**src/rtl/param_universal_shift_register_if.sv**
```systemverilog
// Command/status bundle for the universal shift register: commands flow
// from the controlling master, data and handshake status flow back.
interface param_universal_shift_register_if #(
    parameter int WIDTH = 8,
    parameter int CNT_W = $clog2(WIDTH + 1)
);
    logic             load;
    logic             start;
    logic [1:0]       mode;
    logic             dir;
    logic [CNT_W-1:0] shift_amt;
    logic             serial_in;
    logic [WIDTH-1:0] data_in;
    logic [WIDTH-1:0] data_out;
    logic             serial_out;
    logic             busy;
    logic             done;

    modport master (
        output load, start, mode, dir, shift_amt, serial_in, data_in,
        input  data_out, serial_out, busy, done
    );

    modport slave (
        input  load, start, mode, dir, shift_amt, serial_in, data_in,
        output data_out, serial_out, busy, done
    );
endinterface

```
**src/rtl/param_universal_shift_register.sv**
```systemverilog
// Parallel-load shift register running multi-step logical/rotate/arithmetic
// sequences left or right, with a busy/done handshake around each sequence.
module param_universal_shift_register #(
    parameter int WIDTH = 8,
    parameter int CNT_W = $clog2(WIDTH + 1)
) (
    input  logic clk,
    input  logic reset,
    param_universal_shift_register_if.slave bus
);
    localparam logic [1:0] MODE_LOG = 2'b00;
    localparam logic [1:0] MODE_ROT = 2'b01;
    localparam logic [1:0] MODE_ARI = 2'b10;

    typedef enum logic [1:0] {ST_IDLE, ST_SHIFT, ST_DONE} state_t;

    state_t           state_q, state_d;
    logic [CNT_W-1:0] cnt_q, cnt_d;
    logic [1:0]       mode_q, mode_d;
    logic             dir_q, dir_d;
    logic [WIDTH-1:0] data_q, data_d;
    logic             sout_q, sout_d;

    logic [WIDTH-1:0] step_data;
    logic             step_bit;

    // One step of the latched operation; reserved mode leaves everything as is.
    always_comb begin
        step_data = data_q;
        step_bit  = sout_q;
        case (mode_q)
            MODE_LOG, MODE_ARI: begin
                if (!dir_q) begin
                    step_data = {data_q[WIDTH-2:0], bus.serial_in};
                    step_bit  = data_q[WIDTH-1];
                end else begin
                    step_data = {(mode_q == MODE_ARI) ? data_q[WIDTH-1] : bus.serial_in,
                                 data_q[WIDTH-1:1]};
                    step_bit  = data_q[0];
                end
            end
            MODE_ROT: begin
                if (!dir_q) begin
                    step_data = {data_q[WIDTH-2:0], data_q[WIDTH-1]};
                    step_bit  = data_q[WIDTH-1];
                end else begin
                    step_data = {data_q[0], data_q[WIDTH-1:1]};
                    step_bit  = data_q[0];
                end
            end
            default: ;
        endcase
    end

    always_comb begin
        state_d = state_q;
        cnt_d   = cnt_q;
        mode_d  = mode_q;
        dir_d   = dir_q;
        data_d  = data_q;
        sout_d  = sout_q;
        case (state_q)
            ST_SHIFT: begin
                data_d = step_data;
                sout_d = step_bit;
                cnt_d  = cnt_q - CNT_W'(1);
                if (cnt_q == CNT_W'(1)) state_d = ST_DONE;
            end
            default: begin
                // DONE falls back to IDLE unless a new command arrives,
                // which keeps the done pulse to a single cycle.
                state_d = ST_IDLE;
                if (bus.load) begin
                    data_d = bus.data_in;
                end else if (bus.start) begin
                    if (bus.shift_amt == '0) begin
                        state_d = ST_DONE;
                    end else begin
                        state_d = ST_SHIFT;
                        mode_d  = bus.mode;
                        dir_d   = bus.dir;
                        cnt_d   = (bus.shift_amt > CNT_W'(WIDTH)) ? CNT_W'(WIDTH)
                                                                  : bus.shift_amt;
                    end
                end
            end
        endcase
    end

    always_ff @(posedge clk or posedge reset) begin
        if (reset) begin
            state_q <= ST_IDLE;
            cnt_q   <= '0;
            mode_q  <= '0;
            dir_q   <= 1'b0;
            data_q  <= '0;
            sout_q  <= 1'b0;
        end else begin
            state_q <= state_d;
            cnt_q   <= cnt_d;
            mode_q  <= mode_d;
            dir_q   <= dir_d;
            data_q  <= data_d;
            sout_q  <= sout_d;
        end
    end

    assign bus.data_out   = data_q;
    assign bus.serial_out = sout_q;
    assign bus.busy       = (state_q == ST_SHIFT);
    assign bus.done       = (state_q == ST_DONE);
endmodule

```
**src/flat_wrapper.sv**
```systemverilog
// flat-port wrapper written by rule: the top's interface ports become plain ports
module param_universal_shift_register_flat 
#(
    parameter int WIDTH = 8,
    parameter int CNT_W = $clog2(WIDTH + 1)
)
  (clk, reset, bus_load, bus_start, bus_mode, bus_dir, bus_shift_amt, bus_serial_in, bus_data_in, bus_data_out, bus_serial_out, bus_busy, bus_done);
  param_universal_shift_register_if #(.WIDTH(WIDTH), .CNT_W(CNT_W)) bus_i ();
  input  logic clk;
  input  logic reset;
  input wire logic [$bits(bus_i.load)-1:0] bus_load;
  input wire logic [$bits(bus_i.start)-1:0] bus_start;
  input wire logic [$bits(bus_i.mode)-1:0] bus_mode;
  input wire logic [$bits(bus_i.dir)-1:0] bus_dir;
  input wire logic [$bits(bus_i.shift_amt)-1:0] bus_shift_amt;
  input wire logic [$bits(bus_i.serial_in)-1:0] bus_serial_in;
  input wire logic [$bits(bus_i.data_in)-1:0] bus_data_in;
  output wire logic [$bits(bus_i.data_out)-1:0] bus_data_out;
  output wire logic [$bits(bus_i.serial_out)-1:0] bus_serial_out;
  output wire logic [$bits(bus_i.busy)-1:0] bus_busy;
  output wire logic [$bits(bus_i.done)-1:0] bus_done;
  assign bus_i.load = bus_load;
  assign bus_i.start = bus_start;
  assign bus_i.mode = bus_mode;
  assign bus_i.dir = bus_dir;
  assign bus_i.shift_amt = bus_shift_amt;
  assign bus_i.serial_in = bus_serial_in;
  assign bus_i.data_in = bus_data_in;
  assign bus_data_out = bus_i.data_out;
  assign bus_serial_out = bus_i.serial_out;
  assign bus_busy = bus_i.busy;
  assign bus_done = bus_i.done;
  param_universal_shift_register #(.WIDTH(WIDTH), .CNT_W(CNT_W)) u_core (.clk(clk), .reset(reset), .bus(bus_i));
endmodule
```
**config.mk**
```make
export PLATFORM = sky130hd
export DESIGN_NAME = param_universal_shift_register_flat
export DESIGN_NICKNAME = d
export VERILOG_FILES = /design/src/rtl/param_universal_shift_register_if.sv /design/src/rtl/param_universal_shift_register.sv /design/src/flat_wrapper.sv
export SDC_FILE = /design/constraint.sdc
export NUM_CORES = 1
export LEC_CHECK = 0
export BUFFER_PORTS_ARGS = -buffer_cell sky130_fd_sc_hd__buf_2
export CAP_MARGIN = 5
export CORE_UTILIZATION = 54
export CTS_CLUSTER_SIZE = 24
export DETAILED_ROUTE_END_ITERATION = 8
export GPL_TIMING_DRIVEN = 0
export HOLD_SLACK_MARGIN = 0.06
export PLACE_DENSITY_LB_ADDON = 0.08
export SLEW_MARGIN = 0
export SYNTH_ARGS = -nofsm -noshare
export SYNTH_HDL_FRONTEND = slang
export SYNTH_SLANG_ARGS = --single-unit
export TNS_END_PERCENT = 100
```
**constraint.sdc**
```tcl
create_clock -name clk -period 4.7 [get_ports clk]
set_clock_uncertainty 0.1 [all_clocks]
set_input_delay 0.94 -clock clk [delete_from_list [all_inputs] [get_ports clk]]
set_output_delay 0.94 -clock clk [all_outputs]
set_load 0.02 [all_outputs]
```
==> results of run 1 <==
-- worst reg2reg max path, stage by stage (launching register included) --
cell      delay, ns
dfrtp_1        0.38
nand2b_1       0.13
buf_2          0.16
inv_2          0.14
mux2i_1        0.40
buf_2          0.28
nand2_1        0.07
o21ai_0        0.07
-- worst max path at each step --
| stage | slack (ns) | startpoint | cells past startpoint | endpoint |
|---|---|---|---|---|
| detailed placement | 2.30 | bus_shift_amt[1] | 5 | u_core.mode_q[1] |
| finish | 2.36 | u_core.state_q[1] | 4 | bus_busy |
| CTS | 2.36 | u_core.state_q[1] | 4 | bus_busy |
| floorplan | 2.43 | bus_shift_amt[1] | 4 | u_core.dir_q |
| global placement | 2.30 | bus_shift_amt[1] | 5 | u_core.mode_q[0] |
| global route | 2.29 | u_core.state_q[1] | 4 | bus_busy |
-- cell families after synthesis --
kind of cell	share of synthesized area [%]
muxes	14.92
adders and majority gates	2.386
and+or+nand+nor	15.16
AOI/OAI and AO/OA	18.86
DFF	42.96
buffers and inverters	5.727
-- through the flow --
step | hold WS (ns) | instance area, um2
2_1_floorplan | 0.3865 | 1049
3_3_place_gp | 0.4102 | 1230
3_5_place_dp | 0.4264 | 1230
4_1_cts | 0.4449 | 1266
5_1_grt | 0.4727 | 1266
6_report | 0.4361 | 1266
-- per-layer routing --
layer	part of all wire, %	wire length (um)
met5	0	0
met4	1.6	37
met3	4.6	104
met2	46	1041
met1	47	1068
-- flip-flops by register name, summed over array words and instances (netlist names) --
| signal | cells |
|---|---|
| u_core.bus.data_out | 8 |
| u_core.cnt_q | 4 |
| u_core.mode_q | 2 |
| u_core.state_q | 2 |
| u_core.bus.serial_out | 1 |
| u_core.dir_q | 1 |
-- power groups by stage --
stage | Sequential, mW | Combinational [mW] | Clock [mW]
after floorplan | 0.339 | 0.328 | 0
after global placement | 0.308 | 0.477 | 0
after detailed placement | 0.311 | 0.486 | 0
after CTS | 0.308 | 0.492 | 0.101
after global routing | 0.320 | 0.543 | 0.104
final | 0.308 | 0.489 | 0.100
-- cell type report --
class / count / area (um2) / share of cell area, %
repair buffers: 30 / 150.1 / 11.86
multi-input cells: 83 / 538.0 / 42.49
clock buffers: 4 / 36.28 / 2.866
inverters: 7 / 26.28 / 2.075
flip-flops and latches: 18 / 450.4 / 35.57
well taps: 25 / 31.28 / 2.470
plain buffers: 6 / 33.78 / 2.668
-- cell usage in the layout, fill, tap and decap left out, types with 6 or more instances in the layout --
master   count
inv_1        6
mux2i_1     10
o21ai_0      8
buf_2       33
dfrtp_1     18
nor2_1       9
a21oi_1     16
nand2_1     12
==> metrics.yaml, run 1 <==
critical_path:
  startpoint_type: "flop"
  crit_required_ns: 3.66
  crit_path_max_fanout: 9
  crit_family: "buffers and inverters"
  cp_cell_sequence: "nand2b_1 > buf_2 > inv_2 > buf_2"
  regToRegSetupSlack_ns: 2.89
  max_stage_delay_ns: 0.38
  worstReg2RegEnd: "u_core.bus.data_out[6]"
  cp_num_buf_inv: 3
  r2r.worst_path.cells: 7
  crit_arrival_ns: 1.30
  cp_common_cell: "buf_2"
  timing.rr.start: "u_core.state_q[1]"
  end_kind: "output port"
  critPathSlowestCell: "dfrtp_1"
  path_class: "reg2out"
cells_and_area:
  fin_util_pct: 71.77
  drive_gt1_share_pct: 31.08
  layout.cells.non_filler: 173
  nFillCells: 152
  syn2layout_area_growth_pct: 20.76
  fin_nets: 171
  diodes: 0
sta:
  worst_slew_pin_slew_ns: 0.6909
  clock.fmax_mhz: 426.8
  setup_ws_ns: 2.357
  setup_viol: 0
  rsz0062_at_grt: "false"
  period_share_pct: 49.85
  drv_slew: 0
  tns_ns: 0
  fin_crit_ns: 2.343
  slew_headroom_pct: 53.89
  hold_viol: 0
clocking:
  clk_pin_slew_worst_paths_ns: 0.11
  cts_tree: "built"
  ctsHoldBuffers: 0
  cts_htree_levels: 1
  cts.sinks: 18
  cts_buffer_depth: 2
  clk_latency_ns: 0.30
  postCtsSetupRepairBufs: 0
  cts_buffers: 3
  cts_root_buf: "clkbuf_4"
  cts_resized: 0
detailed_routing:
  dr.pass1.iters: 4
  drcViolationCount: 0
  wire_per_inst_um: 13.01
  ant_nets: 0
  vias: 944
  drt-total-wl_um: 2251
  first_iter_violations: 17
  avgViaCountPerCell: 5.457
power:
  p_seq_share_pct: 34.3
  p_total_mw: 0.8973
  p_sw_mw: 0.4068
  powerDensity_nw_per_um2: 708.6
  ir_drop_v: 0.0003413
  clockPowerShare_pct: 11.1
  pwr-share-comb_pct: 54.5
  sw_frac_of_total_pct: 45.34
  power_leakage_nw: 0.6325
  power.internal_mw: 0.4905
logic_synthesis:
  synth_edf_count: 0
  syn_inst: 114
  synth.most_common_cell: "dfrtp_1"
  synth_area_leaders: "dfrtp_1, mux2i_1, a21oi_1, mux2_4, nand2_1"
  synth.top_cell.area_share_pct: 42.96
  synth_area_um2: 1049
  synth_area_leader_cell: "dfrtp_1"
  seq_area_frac_synth_pct: 42.96
  ys_ff_latch: 18
  synth.distinct_cells: 31
  synthArstFlopShare_pct: 100.0
  synth_nets: 136
  avgSynthCellArea_um2: 9.197
  ys.warnings.count: 0
  synth_top_flop_cell: "dfrtp_1"
  synth_common_cells: "dfrtp_1, a21oi_1, nand2_1, mux2i_1, nor2_1"
die:
  initial_core_util_pct: 59.43
  num_rows: 15
  dieHeight_um: 46.07
  io_pins: 31
  fp.dieW_um: 46.07
  die-area_um2: 2122
  core_area_um2: 1764
flow_run:
  max_cap_violations: 0
hold_path:
  holdCritStartpoint: "u_core.bus.serial_out"
  hold_path_class: "reg2reg"
  hold_path_end: "u_core.bus.serial_out"
  hold_depth: 2
grt:
  grt_pass1_vias: 831
  globalRouteMet1Util_pct: 33.00
  grt-busiest-layer: "met2"
  grt_usage_pct: 24.08
  grt_use_met3_pct: 4.706
  grt_overflow_total: 0
  antenna_found_initial: 0
  grt_pass1_wl_um: 3532
  grt_max_degree: 19
  grt_use_met2_pct: 35.49
outcome:
  outcome: "finished, final reports clean"
place:
  portBuffers: 30
  place_inst: 169
  dp_hpwl_um: 1631
  place_congestion: 0.8573
  dp_slack_ns: 2.295
Note: power is estimated with default switching activity, not from simulation.
==> run 2: changes to the inputs <==
Settings changed: ABC_AREA from default to 1, CORE_UTILIZATION 54 to 52.
Clock period 4.7 ns to 2.3 ns, I/O delays scaled along.
==> run 2 against run 1 <==
Via count up 22%. Clock power up 63%. Critical path type unchanged. Critical endpoint unchanged. Total power up 120%. Synthesized cell count up 50%. Largest cell class unchanged. Combinational power up 150%. Worst hold slack worse by 0.28 ns.
==> metrics.yaml, run 2 <==
place:
  place_congestion: 0.8816  # was 0.8573
  portBuffers: 30  # unchanged
  dp_hpwl_um: 1957  # was 1631 um
detailed_routing:
  vias: 1150  # was 944
  first_iter_violations: 29  # was 17
  wire_per_inst_um: 11.06  # was 13.01 um
  dr.pass1.iters: 4  # unchanged
  drcViolationCount: 0  # unchanged
  ant_nets: 0  # unchanged
  avgViaCountPerCell: 4.978  # was 5.457
  drt-total-wl_um: 2556  # was 2251 um
sta:
  clock.fmax_mhz: 528.7
  hold_ws_ns: 0.1568  # was 0.4361 ns
  drv_slew: 0  # unchanged
  worst_slew_pin_slew_ns: 0.7105  # was 0.6909 ns
  slew_headroom_pct: 52.58  # was 53.89%
  fin_crit_ns: 1.891
  hold_viol: 0  # unchanged
  setup_viol: 0  # unchanged
  tns_ns: 0  # unchanged
  period_share_pct: 82.24
  rsz0062_at_grt: "false"  # unchanged
cells_and_area:
  drive_gt1_share_pct: 27.45  # was 31.08%
  final_cell_mix: "nand2_1, buf_2, inv_1, nand3_1, dfrtp_1"  # was buf_2, dfrtp_1, a21oi_1, nand2_1, mux2i_1
  syn2layout_area_growth_pct: 17.33  # was 20.76%
  fin_nets: 228  # was 171
  final_common_cell: "nand2_1"  # was buf_2
  fin_util_pct: 67.78  # was 71.77%
  nFillCells: 189  # was 152
  largest_reg_flops: 8  # unchanged
  diodes: 0  # unchanged
flow_run:
  max_cap_violations: 0  # unchanged
logic_synthesis:
  syn_inst: 171  # was 114
  seq_area_frac_synth_pct: 37.82  # was 42.96%
  synth_area_leaders: "dfrtp_1, nand2_1, nand3_1, inv_1, nor2_1"  # was dfrtp_1, mux2i_1, a21oi_1, mux2_4, nand2_1
  synth_nets: 193  # was 136
  synthArstFlopShare_pct: 100.0  # unchanged
  ys_ff_latch: 18  # unchanged
  synth.distinct_cells: 22  # was 31
  synth.most_common_cell: "nand2_1"  # was dfrtp_1
  synth_area_um2: 1191  # was 1049 um2
  synth_area_leader_cell: "dfrtp_1"  # unchanged
  ys.warnings.count: 0  # unchanged
  synth_edf_count: 0  # unchanged
  synth_common_cells: "nand2_1, inv_1, nand3_1, dfrtp_1, nor2_1"  # was dfrtp_1, a21oi_1, nand2_1, mux2i_1, nor2_1
  synth_top_flop_cell: "dfrtp_1"  # unchanged
  synth.top_cell.area_share_pct: 37.82  # was 42.96%
  avgSynthCellArea_um2: 6.966  # was 9.197 um2
die:
  initial_core_util_pct: 57.77  # was 59.43%
  dieHeight_um: 49.86  # was 46.07 um
  io_pins: 31  # unchanged
  die-area_um2: 2486  # was 2122 um2
  fp.dieW_um: 49.86  # was 46.07 um
  core_area_um2: 2062  # was 1764 um2
  num_rows: 16  # was 15
power:
  powerDensity_nw_per_um2: 1400  # was 708.6 nW/um2
  pwr-share-comb_pct: 61.1  # was 54.5%
  p_sw_mw: 0.9836  # was 0.4068 mW
  clockPowerShare_pct: 8.3  # was 11.1%
  p_seq_share_pct: 30.5  # was 34.3%
  sw_frac_of_total_pct: 50.26  # was 45.34%
  power_leakage_nw: 0.8120  # was 0.6325 nW
  ir_drop_v: 0.0007328  # was 0.0003413 V
  power.internal_mw: 0.9735  # was 0.4905 mW
clocking:
  cts_tree: "built"  # unchanged
  cts_buffer_depth: 2  # unchanged
  postCtsSetupRepairBufs: 0  # unchanged
  cts_root_buf: "clkbuf_4"  # unchanged
  cts_buffers: 3  # unchanged
  clk_pin_slew_worst_paths_ns: 0.11  # about the same
  cts_resized: 0  # unchanged
  ctsHoldBuffers: 0  # unchanged
  cts.sinks: 18  # unchanged
  clk_latency_ns: 0.29  # was 0.30 ns
  cts_htree_levels: 1  # unchanged
critical_path:
  end_kind: "output port"  # unchanged
  startpoint_type: "flop"  # unchanged
  crit_arrival_ns: 1.33  # was 1.30 ns
  crit_path_max_fanout: 10  # was 9
  crit_required_ns: 1.74  # was 3.66 ns
  path_class: "reg2out"  # unchanged
grt:
  grt_max_degree: 19  # unchanged
  antenna_found_initial: 0  # unchanged
  grt_overflow_total: 0  # unchanged
  grt_pass1_vias: 1050  # was 831
  grt_pass1_wl_um: 4457  # was 3532 um
  grt_usage_pct: 23.31  # was 24.08%
outcome:
  outcome: "finished, final reports clean"  # unchanged
hold_path:
  hold_path_class: "in2async"  # was reg2reg
-- run 2: layout make-up --
type	count	area (um2)	area share, %
Inverter	27	101.3	7.252
Clock buffer	3	22.52	1.611
Sequential cell	18	450.4	32.23
Buffer	4	41.29	2.954
Multi-Input combinational cell	122	598.1	42.79
Tap cell	27	33.78	2.417
Timing Repair Buffer	30	150.1	10.74
-- run 2: cells by family after synthesis --
family,after synthesis,synth area share [%]
AOI/OAI and AO/OA,18,10.61
buffers and inverters,31,11.97
DFF,18,37.81
and+or+nand+nor,102,37.50
adders and majority gates,2,2.101
-- run 2: path summary, 6_finish.rpt --
kind	to	cells after the start	from	slack, ns
min in group clk	u_core.mode_q[1]	3	bus_mode[1]	0.27
max reg2reg	u_core.cnt_q[1]	6	u_core.cnt_q[0]	0.96
min reg2reg	u_core.bus.serial_out	2	u_core.bus.serial_out	0.40
max	bus_busy	4	u_core.state_q[0]	0.41
max in group asynchronous	u_core.bus.data_out[2]	2	reset	1.49
min	u_core.mode_q[1]	2	reset	0.16
-- run 2: per-layer routing --
| layer | track usage (%) | part of all wire, % |
|---|---|---|
| met4 | 9.048 | 1.0 |
| met5 | 0 | 0 |
| met1 | 32.75 | 46 |
| met3 | 3.086 | 5.5 |
| met2 | 36.04 | 47 |
-- run 2: metrics by stage --
step | std cells | instance area, um2 | power, mW | setup WS (ns)
floorplan | 171 | 1191 | 1.517 | 0.9945
global placement | 228 | 1375 | 1.767 | 0.7693
detailed placement | 228 | 1375 | 1.802 | 0.7467
CTS | 231 | 1398 | 1.965 | 0.4082
global route | 231 | 1398 | 2.153 | 0.3301
finish | 231 | 1398 | 1.957 | 0.4085
-- run 2: worst max-delay path, stage by stage (launching register included) --
cell and delay [ns]:
dfrtp_1 0.46, inv_2 0.07, nor2_4 0.17, buf_6 0.17, buf_2 0.17
-- run 2: power groups by stage --
stage | Combinational [mW] | Sequential (mW) | Clock, mW
after floorplan | 0.835 | 0.681 | 0
after global placement | 1.17 | 0.598 | 0
after detailed placement | 1.20 | 0.603 | 0
after CTS | 1.20 | 0.596 | 0.166
after global routing | 1.36 | 0.619 | 0.177
final | 1.20 | 0.598 | 0.163
==> run 3: changes to the inputs <==
Settings changed: CORE_UTILIZATION 52 to 47.
Clock period 2.3 ns to 1.58 ns, I/O delays scaled along.
==> run 3 against run 2 <==
Non-clock buffer count grew 6. Die area grew 10%. Sequential power up 43%. Combinational power is 59% higher. Clock-buffer cell count grew 1. Total power is 56% higher. First-iteration DRC count fell by 14%. Worst hold slack got worse by 0.034 ns. Final cell count rose by 3.5%. Register-to-register slack got worse by 0.80 ns. Critical path depth shrank 1. Largest cell class unchanged. Largest power group unchanged. Highest routed layer unchanged.
==> metrics.yaml, run 3 (synthesized netlist as in run 2, its figures left out) <==
place:
  placed_area_um2: 1376  # was 1375 um2
  dp_hpwl_um: 2013  # was 1957 um
  place_congestion: 0.7874  # was 0.8816
  place_inst: 229  # was 228
  dp_slack_ns: 0.1677  # was 0.7467 ns
  portBuffers: 30  # unchanged
die:
  io_pins: 31  # unchanged
  fp.dieW_um: 52.34  # was 49.86 um
  core_area_um2: 2297  # was 2062 um2
  die-area_um2: 2739  # was 2486 um2
  num_rows: 17  # was 16
  initial_core_util_pct: 51.85  # was 57.77%
  dieHeight_um: 52.34  # was 49.86 um
clocking:
  cts_buffer_depth: 2  # unchanged
  cts_buffers: 3  # unchanged
  cts_root_buf: "clkbuf_4"  # unchanged
  cts.sinks: 18  # unchanged
  cts_tree: "built"  # unchanged
  clk_latency_ns: 0.29  # about the same
  clk_pin_slew_worst_paths_ns: 0.12  # was 0.11 ns
  cts_htree_levels: 1  # unchanged
power:
  ir_drop_v: 0.001043  # was 0.0007328 V
  power_leakage_nw: 0.8503  # was 0.8120 nW
  p_total_mw: 3.056  # was 1.957 mW
  powerDensity_nw_per_um2: 2070  # was 1400 nW/um2
detailed_routing:
  avgViaCountPerCell: 4.883  # was 4.978
  dr.pass1.iters: 5  # was 4
  ant_nets: 0  # unchanged
  first_iter_violations: 25  # was 29
  drt-total-wl_um: 2685  # was 2556 um
  drcViolationCount: 0  # unchanged
  wire_per_inst_um: 11.23  # was 11.06 um
  vias: 1167  # was 1150
critical_path:
  end_kind: "output port"  # unchanged
  timing.rr.start: "u_core.state_q[0]"  # was u_core.cnt_q[0]
  crit_arrival_ns: 1.11  # was 1.33 ns
  startpoint_type: "flop"  # unchanged
  cp-startpoint: "u_core.state_q[1]"  # was u_core.state_q[0]
  path_class: "reg2out"  # unchanged
  crit_path_max_fanout: 5  # was 10
  crit_required_ns: 1.16  # was 1.74 ns
cells_and_area:
  syn2layout_area_growth_pct: 23.95  # was 17.33%
  fin_nets: 234  # was 228
  final_cell_mix: "nand2_1, buf_2, inv_1, nand3_1, dfrtp_1"  # unchanged
  fin_util_pct: 64.27  # was 67.78%
  postLayoutCellArea_um2: 1476  # was 1398 um2
  largest_reg_flops: 8  # unchanged
  layout.cells.non_filler: 239  # was 231
  diodes: 0  # unchanged
  final_common_cell: "nand2_1"  # unchanged
  drive_gt1_share_pct: 29.86  # was 27.45%
grt:
  antenna_found_initial: 0  # unchanged
  grt_usage_pct: 21.07  # was 23.31%
  grt_max_degree: 19  # unchanged
  grt_overflow_total: 0  # unchanged
  grt_pass1_vias: 1025  # was 1050
  grt_pass1_wl_um: 4271  # was 4457 um
sta:
  setup_ws_ns: 0.05521  # was 0.4085 ns
  worst_slew_pin_slew_ns: 0.7107  # was 0.7105 ns
  period_share_pct: 96.51
  clock.fmax_mhz: 655.8
  setup_viol: 0  # unchanged
  tns_ns: 0  # unchanged
  slew_headroom_pct: 52.57  # was 52.58%
  drv_slew: 0  # unchanged
  fin_crit_ns: 1.525
  hold_ws_ns: 0.1227  # was 0.1568 ns
  hold_viol: 0  # unchanged
outcome:
  outcome: "finished, final reports clean"  # unchanged
hold_path:
  hold_path_class: "in2reg"  # was in2async
  holdCritStartpoint: "bus_shift_amt[2]"
flow_run:
  max_cap_violations: 0  # unchanged
-- run 3: changes by cell type in the layout (fill, tap and decap cells not counted), sizes merged --
cell,before,now
buf,33,38
dlygate4sd3,0,1
clkbuf,4,5
-- run 3: worst paths after layout --
| path | depth (start not counted) | endpoint | slack [ns] |
|---|---|---|---|
| worst max-delay path | 3 | bus_busy | 0.06 |
| worst min-delay path | 3 | u_core.cnt_q[2] | 0.12 |
| worst max register to register | 6 | u_core.dir_q | 0.16 |
| worst min register to register | 2 | u_core.bus.serial_out | 0.40 |
| max in group asynchronous | 3 | u_core.bus.serial_out | 0.36 |
| min in group asynchronous | 3 | u_core.bus.data_out[4] | 0.56 |
-- run 3: report_power, final --
part,internal (mW),switching [mW]
Clock,0.140,0.152
Sequential,0.690,0.163
Combinational,0.743,1.17
-- run 3: timing repair --
action                                 in CTS  in global routing
hold buffers                                1                  0
pin swaps                                   1                  1
setup buffers                               2                  3
resized for setup                           0                  5
setup endpoints to repair                   1                  2
gates cloned                                0                  0
endpoints found under the hold margin      18                  0
-- run 3: metal layers --
| metal | track usage (%) | share of wire, % | vias up |
|---|---|---|---|
| li1 | - | - | 607 |
| met1 | 26.94 | 46 | 532 |
| met2 | 36.29 | 49 | 26 |
| met3 | 3.478 | 3.9 | 2 |
| met4 | 5.702 | 0.63 | 0 |
| met5 | 0 | 0 | - |
-- run 3: critical path, stage by stage (launching register included) --
cell     delay, ns
dfrtp_1       0.43
nor2_4        0.13
buf_6         0.12
buf_4         0.13
-- run 3: area by class of cell --
class                           instances  area (um2)
Multi-Input combinational cell        122       605.6
Inverter                               27       101.3
Fill cell                             219       820.8
Clock buffer                            4       36.28
Sequential cell                        18       450.4
Buffer                                  4       41.29
Timing Repair Buffer                   36       206.4
Tap cell                               28       35.03
